`config.mk`:
```
export PLATFORM = sky130hd
export DESIGN_NAME = data_mem_arbiter
export DESIGN_NICKNAME = d
export VERILOG_FILES = /design/src/rtl/data_mem_arbiter.sv
export SDC_FILE = /design/constraint.sdc
export NUM_CORES = 1
export LEC_CHECK = 0
export ABC_AREA = 1
export BUFFER_PORTS_ARGS = -buffer_cell sky130_fd_sc_hd__buf_2
export CORE_MARGIN = 2
export CORE_UTILIZATION = 46
export DETAILED_ROUTE_END_ITERATION = 16
export PLACE_DENSITY_LB_ADDON = 0.25
export SLEW_MARGIN = 20
export SYNTH_ARGS = -nofsm -noshare
export SYNTH_HDL_FRONTEND = slang
export SYNTH_SLANG_ARGS = --single-unit
```
`constraint.sdc`:
```
create_clock -name i_clk -period 2.6 [get_ports i_clk]
set_input_delay 0.52 -clock i_clk [delete_from_list [all_inputs] [get_ports i_clk]]
set_output_delay 0.52 -clock i_clk [all_outputs]
set_load 0.02 [all_outputs]
```
`src/rtl/data_mem_arbiter.sv`:
```
// data_mem_arbiter
//   Arbitrates a CPU port and a debug port onto one data-memory interface.
//   Each transaction takes three cycles: grant (IDLE), memory access
//   (ACCESS) and completion (RESP). The two ports are served round-robin,
//   and i_dbg_lock holds off new CPU grants.
//
// Ports
//   i_clk, i_rst_n              clock, asynchronous active-low reset
//   i_cpu_* / i_dbg_*           req, we, addr, wdata, size (00 word, 01 half,
//                               11 byte, 10 illegal) of each requester
//   i_dbg_lock                  blocks new CPU grants while high
//   o_cpu_gnt / o_dbg_gnt       one-cycle pulse: request accepted
//   o_cpu_ack / o_dbg_ack       one-cycle pulse: transaction complete
//   o_rdata, o_err              read data / fault flag, valid with ack
//   o_mem_*                     memory-side read and write channels
//   i_mem_r_data                combinational memory read data
module data_mem_arbiter #(
  parameter int NB_DATA_BUS = 32,
  parameter int N_ADDRESS   = 64,
  parameter int NB_ADDRESS  = $clog2(N_ADDRESS)
) (
  input  logic                   i_clk,
  input  logic                   i_rst_n,
  input  logic                   i_cpu_req,
  input  logic                   i_cpu_we,
  input  logic [NB_ADDRESS-1:0]  i_cpu_addr,
  input  logic [NB_DATA_BUS-1:0] i_cpu_wdata,
  input  logic [1:0]             i_cpu_size,
  input  logic                   i_dbg_req,
  input  logic                   i_dbg_we,
  input  logic [NB_ADDRESS-1:0]  i_dbg_addr,
  input  logic [NB_DATA_BUS-1:0] i_dbg_wdata,
  input  logic [1:0]             i_dbg_size,
  input  logic                   i_dbg_lock,
  output logic                   o_cpu_gnt,
  output logic                   o_dbg_gnt,
  output logic                   o_cpu_ack,
  output logic                   o_dbg_ack,
  output logic [NB_DATA_BUS-1:0] o_rdata,
  output logic                   o_err,
  output logic [NB_ADDRESS-1:0]  o_mem_r_addr,
  output logic [NB_ADDRESS-1:0]  o_mem_w_addr,
  output logic                   o_mem_r_en,
  output logic                   o_mem_w_en,
  output logic [1:0]             o_mem_r_addressing,
  output logic [1:0]             o_mem_w_addressing,
  output logic [NB_DATA_BUS-1:0] o_mem_w_data,
  input  logic [NB_DATA_BUS-1:0] i_mem_r_data
);

  typedef enum logic [1:0] {S_IDLE = 2'd0, S_ACCESS = 2'd1, S_RESP = 2'd2} state_t;

  state_t                  r_state;
  state_t                  w_next_state;
  logic                    r_last_dbg;   // 1: debug port was granted last
  logic                    r_we;
  logic [NB_ADDRESS-1:0]   r_addr;
  logic [NB_DATA_BUS-1:0]  r_wdata;
  logic [1:0]              r_size;
  logic                    r_port_dbg;
  logic                    r_fault;
  logic [NB_DATA_BUS-1:0]  r_rdata;

  logic                    w_cpu_elig;
  logic                    w_dbg_elig;
  logic                    w_grant_cpu;
  logic                    w_grant_dbg;
  logic                    w_sel_we;
  logic [NB_ADDRESS-1:0]   w_sel_addr;
  logic [NB_DATA_BUS-1:0]  w_sel_wdata;
  logic [1:0]              w_sel_size;
  logic                    w_sel_fault;
  logic                    w_do_write;
  logic                    w_do_read;

  // Grants are combinational in IDLE. Gating with i_rst_n keeps every output
  // low while reset is held, even though the request inputs may be active.
  assign w_cpu_elig  = i_cpu_req & ~i_dbg_lock;
  assign w_dbg_elig  = i_dbg_req;
  assign w_grant_cpu = (r_state == S_IDLE) & i_rst_n & w_cpu_elig &
                       (~w_dbg_elig | r_last_dbg);
  assign w_grant_dbg = (r_state == S_IDLE) & i_rst_n & w_dbg_elig & ~w_grant_cpu;

  assign w_sel_we    = w_grant_dbg ? i_dbg_we    : i_cpu_we;
  assign w_sel_addr  = w_grant_dbg ? i_dbg_addr  : i_cpu_addr;
  assign w_sel_wdata = w_grant_dbg ? i_dbg_wdata : i_cpu_wdata;
  assign w_sel_size  = w_grant_dbg ? i_dbg_size  : i_cpu_size;

  // Alignment is judged once, on the request as granted.
  always_comb begin
    w_sel_fault = 1'b0;
    case (w_sel_size)
      2'b00:   w_sel_fault = (w_sel_addr[1:0] != 2'b00);
      2'b01:   w_sel_fault = w_sel_addr[0];
      2'b11:   w_sel_fault = 1'b0;
      default: w_sel_fault = 1'b1;
    endcase
  end

  assign w_do_write = (r_state == S_ACCESS) & r_we  & ~r_fault;
  assign w_do_read  = (r_state == S_ACCESS) & ~r_we & ~r_fault;

  // State register
  always_ff @(posedge i_clk or negedge i_rst_n) begin
    if (!i_rst_n) begin
      r_state <= S_IDLE;
    end else begin
      r_state <= w_next_state;
    end
  end

  // Next-state logic
  always_comb begin
    w_next_state = r_state;
    case (r_state)
      S_IDLE:   if (w_grant_cpu | w_grant_dbg) w_next_state = S_ACCESS;
      S_ACCESS: w_next_state = S_RESP;
      S_RESP:   w_next_state = S_IDLE;
      default:  w_next_state = S_IDLE;
    endcase
  end

  // Transaction latch, round-robin pointer and read-data capture
  always_ff @(posedge i_clk or negedge i_rst_n) begin
    if (!i_rst_n) begin
      r_last_dbg <= 1'b1;
      r_we       <= 1'b0;
      r_addr     <= '0;
      r_wdata    <= '0;
      r_size     <= 2'b00;
      r_port_dbg <= 1'b0;
      r_fault    <= 1'b0;
      r_rdata    <= '0;
    end else begin
      if (w_grant_cpu | w_grant_dbg) begin
        r_last_dbg <= w_grant_dbg;
        r_we       <= w_sel_we;
        r_addr     <= w_sel_addr;
        r_wdata    <= w_sel_wdata;
        r_size     <= w_sel_size;
        r_port_dbg <= w_grant_dbg;
        r_fault    <= w_sel_fault;
        r_rdata    <= '0;
      end
      if (w_do_read) begin
        r_rdata <= i_mem_r_data;
      end
    end
  end

  // Outputs: memory channels only in ACCESS, response only in RESP
  always_comb begin
    o_cpu_gnt          = w_grant_cpu;
    o_dbg_gnt          = w_grant_dbg;
    o_cpu_ack          = 1'b0;
    o_dbg_ack          = 1'b0;
    o_rdata            = '0;
    o_err              = 1'b0;
    o_mem_w_en         = w_do_write;
    o_mem_w_addr       = '0;
    o_mem_w_addressing = 2'b00;
    o_mem_w_data       = '0;
    o_mem_r_en         = w_do_read;
    o_mem_r_addr       = '0;
    o_mem_r_addressing = 2'b00;
    if (w_do_write) begin
      o_mem_w_addr       = r_addr;
      o_mem_w_addressing = r_size;
      o_mem_w_data       = r_wdata;
    end
    if (w_do_read) begin
      o_mem_r_addr       = r_addr;
      o_mem_r_addressing = r_size;
    end
    if (r_state == S_RESP) begin
      o_cpu_ack = ~r_port_dbg;
      o_dbg_ack = r_port_dbg;
      o_err     = r_fault;
      if (!r_fault && !r_we) begin
        o_rdata = r_rdata;
      end
    end
  end

endmodule

```
After elaboration in Yosys (flattened, before gate mapping)
Cells that the tools add are included.
- register bits after elaboration: 78
- bits of input ports: 119
- output and inout bits: 87
- logic and storage cells: 58
- equal/unequal tests: 5
- mux-type cells: 19
- bitwise logic cells: 18
- reduce and logical (&&, ||, !) cells: 7
- operators by type and width (cell ; number):
    2-to-1 mux 32 bit ; 6
    2-to-1 mux 6 bit ; 3
    bitwise AND 1 bit ; 10
    2-to-1 mux 2 bit ; 4
    NOT 1 bit ; 6
    equality test 2 x 1 -> 1 bit (second input constant) ; 2
    equality test 2 bit (second input constant) ; 2
    logical NOT 2 bit ; 2
    2-to-1 mux 1 bit ; 4
    case mux 2 bit (2 select lines) ; 1
    nonzero test 2 bit ; 2
    case mux 1 bit (3 select lines) ; 1
    logical NOT 1 bit ; 2
    != test 2 x 1 -> 1 bit (second input constant) ; 1
    OR 1 bit ; 2
    logical AND 1 bit ; 1

Logic depth before layout (Yosys ltp)
- depth after elaboration: 9
- mapped depth: 10
- depth with buffers taken out: 9

Worst setup path after synthesis
Ideal clock, no wire load.
- path kind: reg2out
- from: register r_state[1]
- to: output o_mem_w_addr[0]
- arrival: 1.479 ns
- data required time: 2.080 ns
- setup slack: 0.601 ns
- cell stages (with the launch flop): 7
- buffers on the path: 1
- cell sequence: dfrtp_1 nor2_2 inv_2 nor3_2 inv_2 buf_2 nor2_1
- word-level cells in the longest chain between the ends: 4
- ends and longest elaborated chain (item ; line ; source):
    start: declaration ; 53 ; state_t r_state;
    start signal: assignment ; 108 ; r_state <= w_next_state;
    equality test 2 x 1 -> 1 bit ; 100 ; assign w_do_write = (r_state == S_ACCESS) & r_we & ~r_fault;
    bitwise AND 1 bit (2 in a row) ; 100 ;
    net o_mem_w_en ; 44 ; output logic o_mem_w_en,
    2-to-1 mux 6 bit ; 166 ; if (w_do_write) begin
    end: declaration ; 42 ; output logic [NB_ADDRESS-1:0] o_mem_w_addr,
The timed path passes the listed nets, and every way through them passes these cells.

Worst setup path in the final report
- from: register r_state[1]
- to: output o_mem_w_addressing[1]
- word-level cells in the longest chain between the ends: 4
- ends and longest elaborated chain (item ; line ; source):
    equality test 2 x 1 -> 1 bit ; 100 ;
    bitwise AND 1 bit (2 in a row) ; 100 ;
    2-to-1 mux 2 bit ; 166 ;
    end: declaration ; 46 ; output logic [1:0] o_mem_w_addressing,
No other way between the ends.

==> impl_metrics.tcl <==
set metrics [dict create \
    final-setup-viol-count 0 \
    setup_slack_ps 166 \
    viasPerCell 4.95 \
    final_core_util_pct 62.6 \
    avgRoutedWirePerCell_um 13.7 \
    synth_cells 500 \
    hold_class "primary input to register" \
    die_x_um 96.0 \
    drt-initial-drc-count 240 \
    synthArstFlopShare_pct 100 \
    max_clock_freq_mhz 411 \
    hold_end "r_rdata[30]$_DFFE_PN0P_" \
    r2r_slack_ps 660 \
    dieHeight_um 96.0 \
    maxCapViolations 0 \
    nets 815 \
    crit_fanout 40 \
    grt_pass1_vias 3595 \
    tightest_slew_ps 916 \
    slew_headroom_pct 38.9 \
    clk_pin_slew_ps 80 \
    io_pins 206 \
    io_buffer_count 205 \
    whs_path_depth 3 \
    timing.rr.start "r_last_dbg$_DFFE_PN1P_" \
    grt_overflow 0 \
    synth.avg_cell_area_sq_um 7.78 \
    numCtsBuffers 9 \
    placed_cells 788 \
    rows 33 \
    hold_violations 0 \
    ys.warnings.count 0 \
    crit_path_start_kind "register" \
    place_area_sq_um 4940 \
    grt_max_degree 74 \
    start_util_pct 47.3 \
    finalCriticalPeriod_ps 2430 \
    end_kind "primary output" \
    cp.arrival_ps 1910 \
    synth-simple-area-share_pct 22.6 \
    dp_slack_ps 368 \
    synthMuxAreaShare_pct 0 \
    coreArea_sq_um 8220 \
    timing.rr.end "r_rdata[5]$_DFFE_PN0P_" \
    grt_pass1_wl_um 16600 \
    cts_num_sinks 78 \
    crit_start "r_state[1]$_DFFE_PN0P_" \
    period_share_pct 93.6 \
    ys.flop_type "dfrtp_1" \
    drv_slew 0 \
    drive_gt1_share_pct 35.1 \
    clockBufferDepth 2 \
    drc 0 \
    nFillCells 766 \
    die_area_sq_um 9210 \
    setup_tns_ps 0 \
    critPathKind "register to primary output" \
    grt_setup_unrepaired "no" \
    syn-num-nets 619 \
    ys_top_cells_by_area "dfrtp_1 50%, inv_1 8.4%, nand2_1 8.4%" \
    root_buffer "clkbuf_8" \
    hp-start "i_mem_r_data[30]" \
    p_per_area_nw_per_um2 695 \
    outcome "completed" \
    synth_top_area_cell "dfrtp_1" \
    synth_area_sq_um 3890 \
    ant_nets 0 \
    synth-edff-count 0 \
    syn_to_final_growth_pct 32.3 \
    cts_tree "done" \
    synth-seq-area-share_pct 50.2 \
    hold-worst-slack_ps 388 \
    synth_xor_area_share_pct 0 \
    synth.distinct_cells 25 \
    critical_path_required_ps 2080 \
    via_count 3986 \
    grt_usage_pct 23.3 \
    fin_skew_ps 8.52 \
    synth_top_family_by_area "simple AND/OR/NAND/NOR gates" \
    antenna_cells 0 \
    cts_htree_levels 3 \
    yosys.area.top_type_share_pct 49.5 \
    total_power_mw 3.58 \
    fin_area_sq_um 5150 \
    clkLatencyLatePin_ps 340 \
    ys_ff_latch 78 \
    ff2ff_path_depth 7 \
    gp_congestion 0.834 \
    totalWireLength_um 11000 \
    ir_worst_vdd_mv 0.368 \
    hpwl_um 7990 \
    antenna_found_initial 1 \
    synthAdderAreaFrac_pct 0 \
    fin_cells 806 \
    first_pass_iters 4 \
    synth_compound_area_share_pct 13.9 \
    synth_common_cells "87 x inv_1, 87 x nand2_1, 77 x dfrtp_1" \
    leakage_nw 2.81 \
]
-- how the worst max path moves through the flow --
stage / endpoint / slack (ps) / cells after the start
detailed placement: o_dbg_gnt / 370 / 6
floorplan: o_mem_w_addr[0] / 600 / 6
global placement: o_dbg_gnt / 400 / 6
CTS: o_dbg_gnt / 80 / 6
finish: o_mem_w_addressing[1] / 170 / 6
global route: o_mem_w_data[1] / 40 / 7
-- state kept, by name (all words and copies together), names as in the netlist --
register,flops
r_rdata,32
r_wdata,32
r_addr,6
r_size,2
r_state,2
r_fault,1
r_last_dbg,1
r_port_dbg,1
r_we,1
-- cell families after synthesis --
group	after synthesis
compound gates	94
buf+inv	122
flops	78
simple gates	206
-- placed cells by master, fill, tap and decap left out, types with 2 or more instances in the layout --
cell type / count
nand2_1: 87
o21ai_0: 45
inv_2: 4
o211ai_1: 19
clkbuf_8: 12
o21ai_1: 11
inv_1: 86
buf_4: 10
nor3_1: 32
nand3_1: 5
o22ai_1: 18
clkinvlp_4: 2
nand2_2: 3
nor2_1: 71
nor2_4: 3
dfrtp_1: 77
clkinv_2: 3
buf_2: 204
-- what timing repair did --
item,4_1_cts,5_1_grt
hold buffers,1,0
setup endpoints to repair,0,9
buffers inserted,0,1
endpoints found under the hold margin,5,0
resized for setup,0,1
-- final cells by class --
cell class                 instances  area (sq um)  area share, %
clock buffer                      13           169           3.28
multi-input combinational        300          1420           27.6
tap                              105           131           2.55
clock inverter                     3          17.5          0.340
sequential                        78          1950           38.0
inverter                          92           350           6.81
timing repair buffer             215          1110           21.5
-- critical path, stage by stage (launching register included) --
cell	delay, ps
dfrtp_1	440
nor2_2	160
inv_2	70
nor3_2	190
inv_2	300
nor2_1	210
buf_2	190
-- report_power, final --
| group | internal (mW) | total (mW) | leakage (nW) | switching [mW] |
|---|---|---|---|---|
| Sequential | 1.55 | 1.65 | 0.988 | 0.105 |
| Clock | 0.423 | 0.847 | 0.0954 | 0.424 |
| Combinational | 0.358 | 1.08 | 1.73 | 0.721 |
-- routing by layer --
metal  routed length, um  global-route usage (%)  up-vias
met5                  13                       0        -
met4                 164                    8.21        2
met3                 800                    4.31       15
met2                5290                    37.9      153
met1                4740                    31.4     1862
li1                    -                       -     1954
Power figures use the tool's default switching activity.
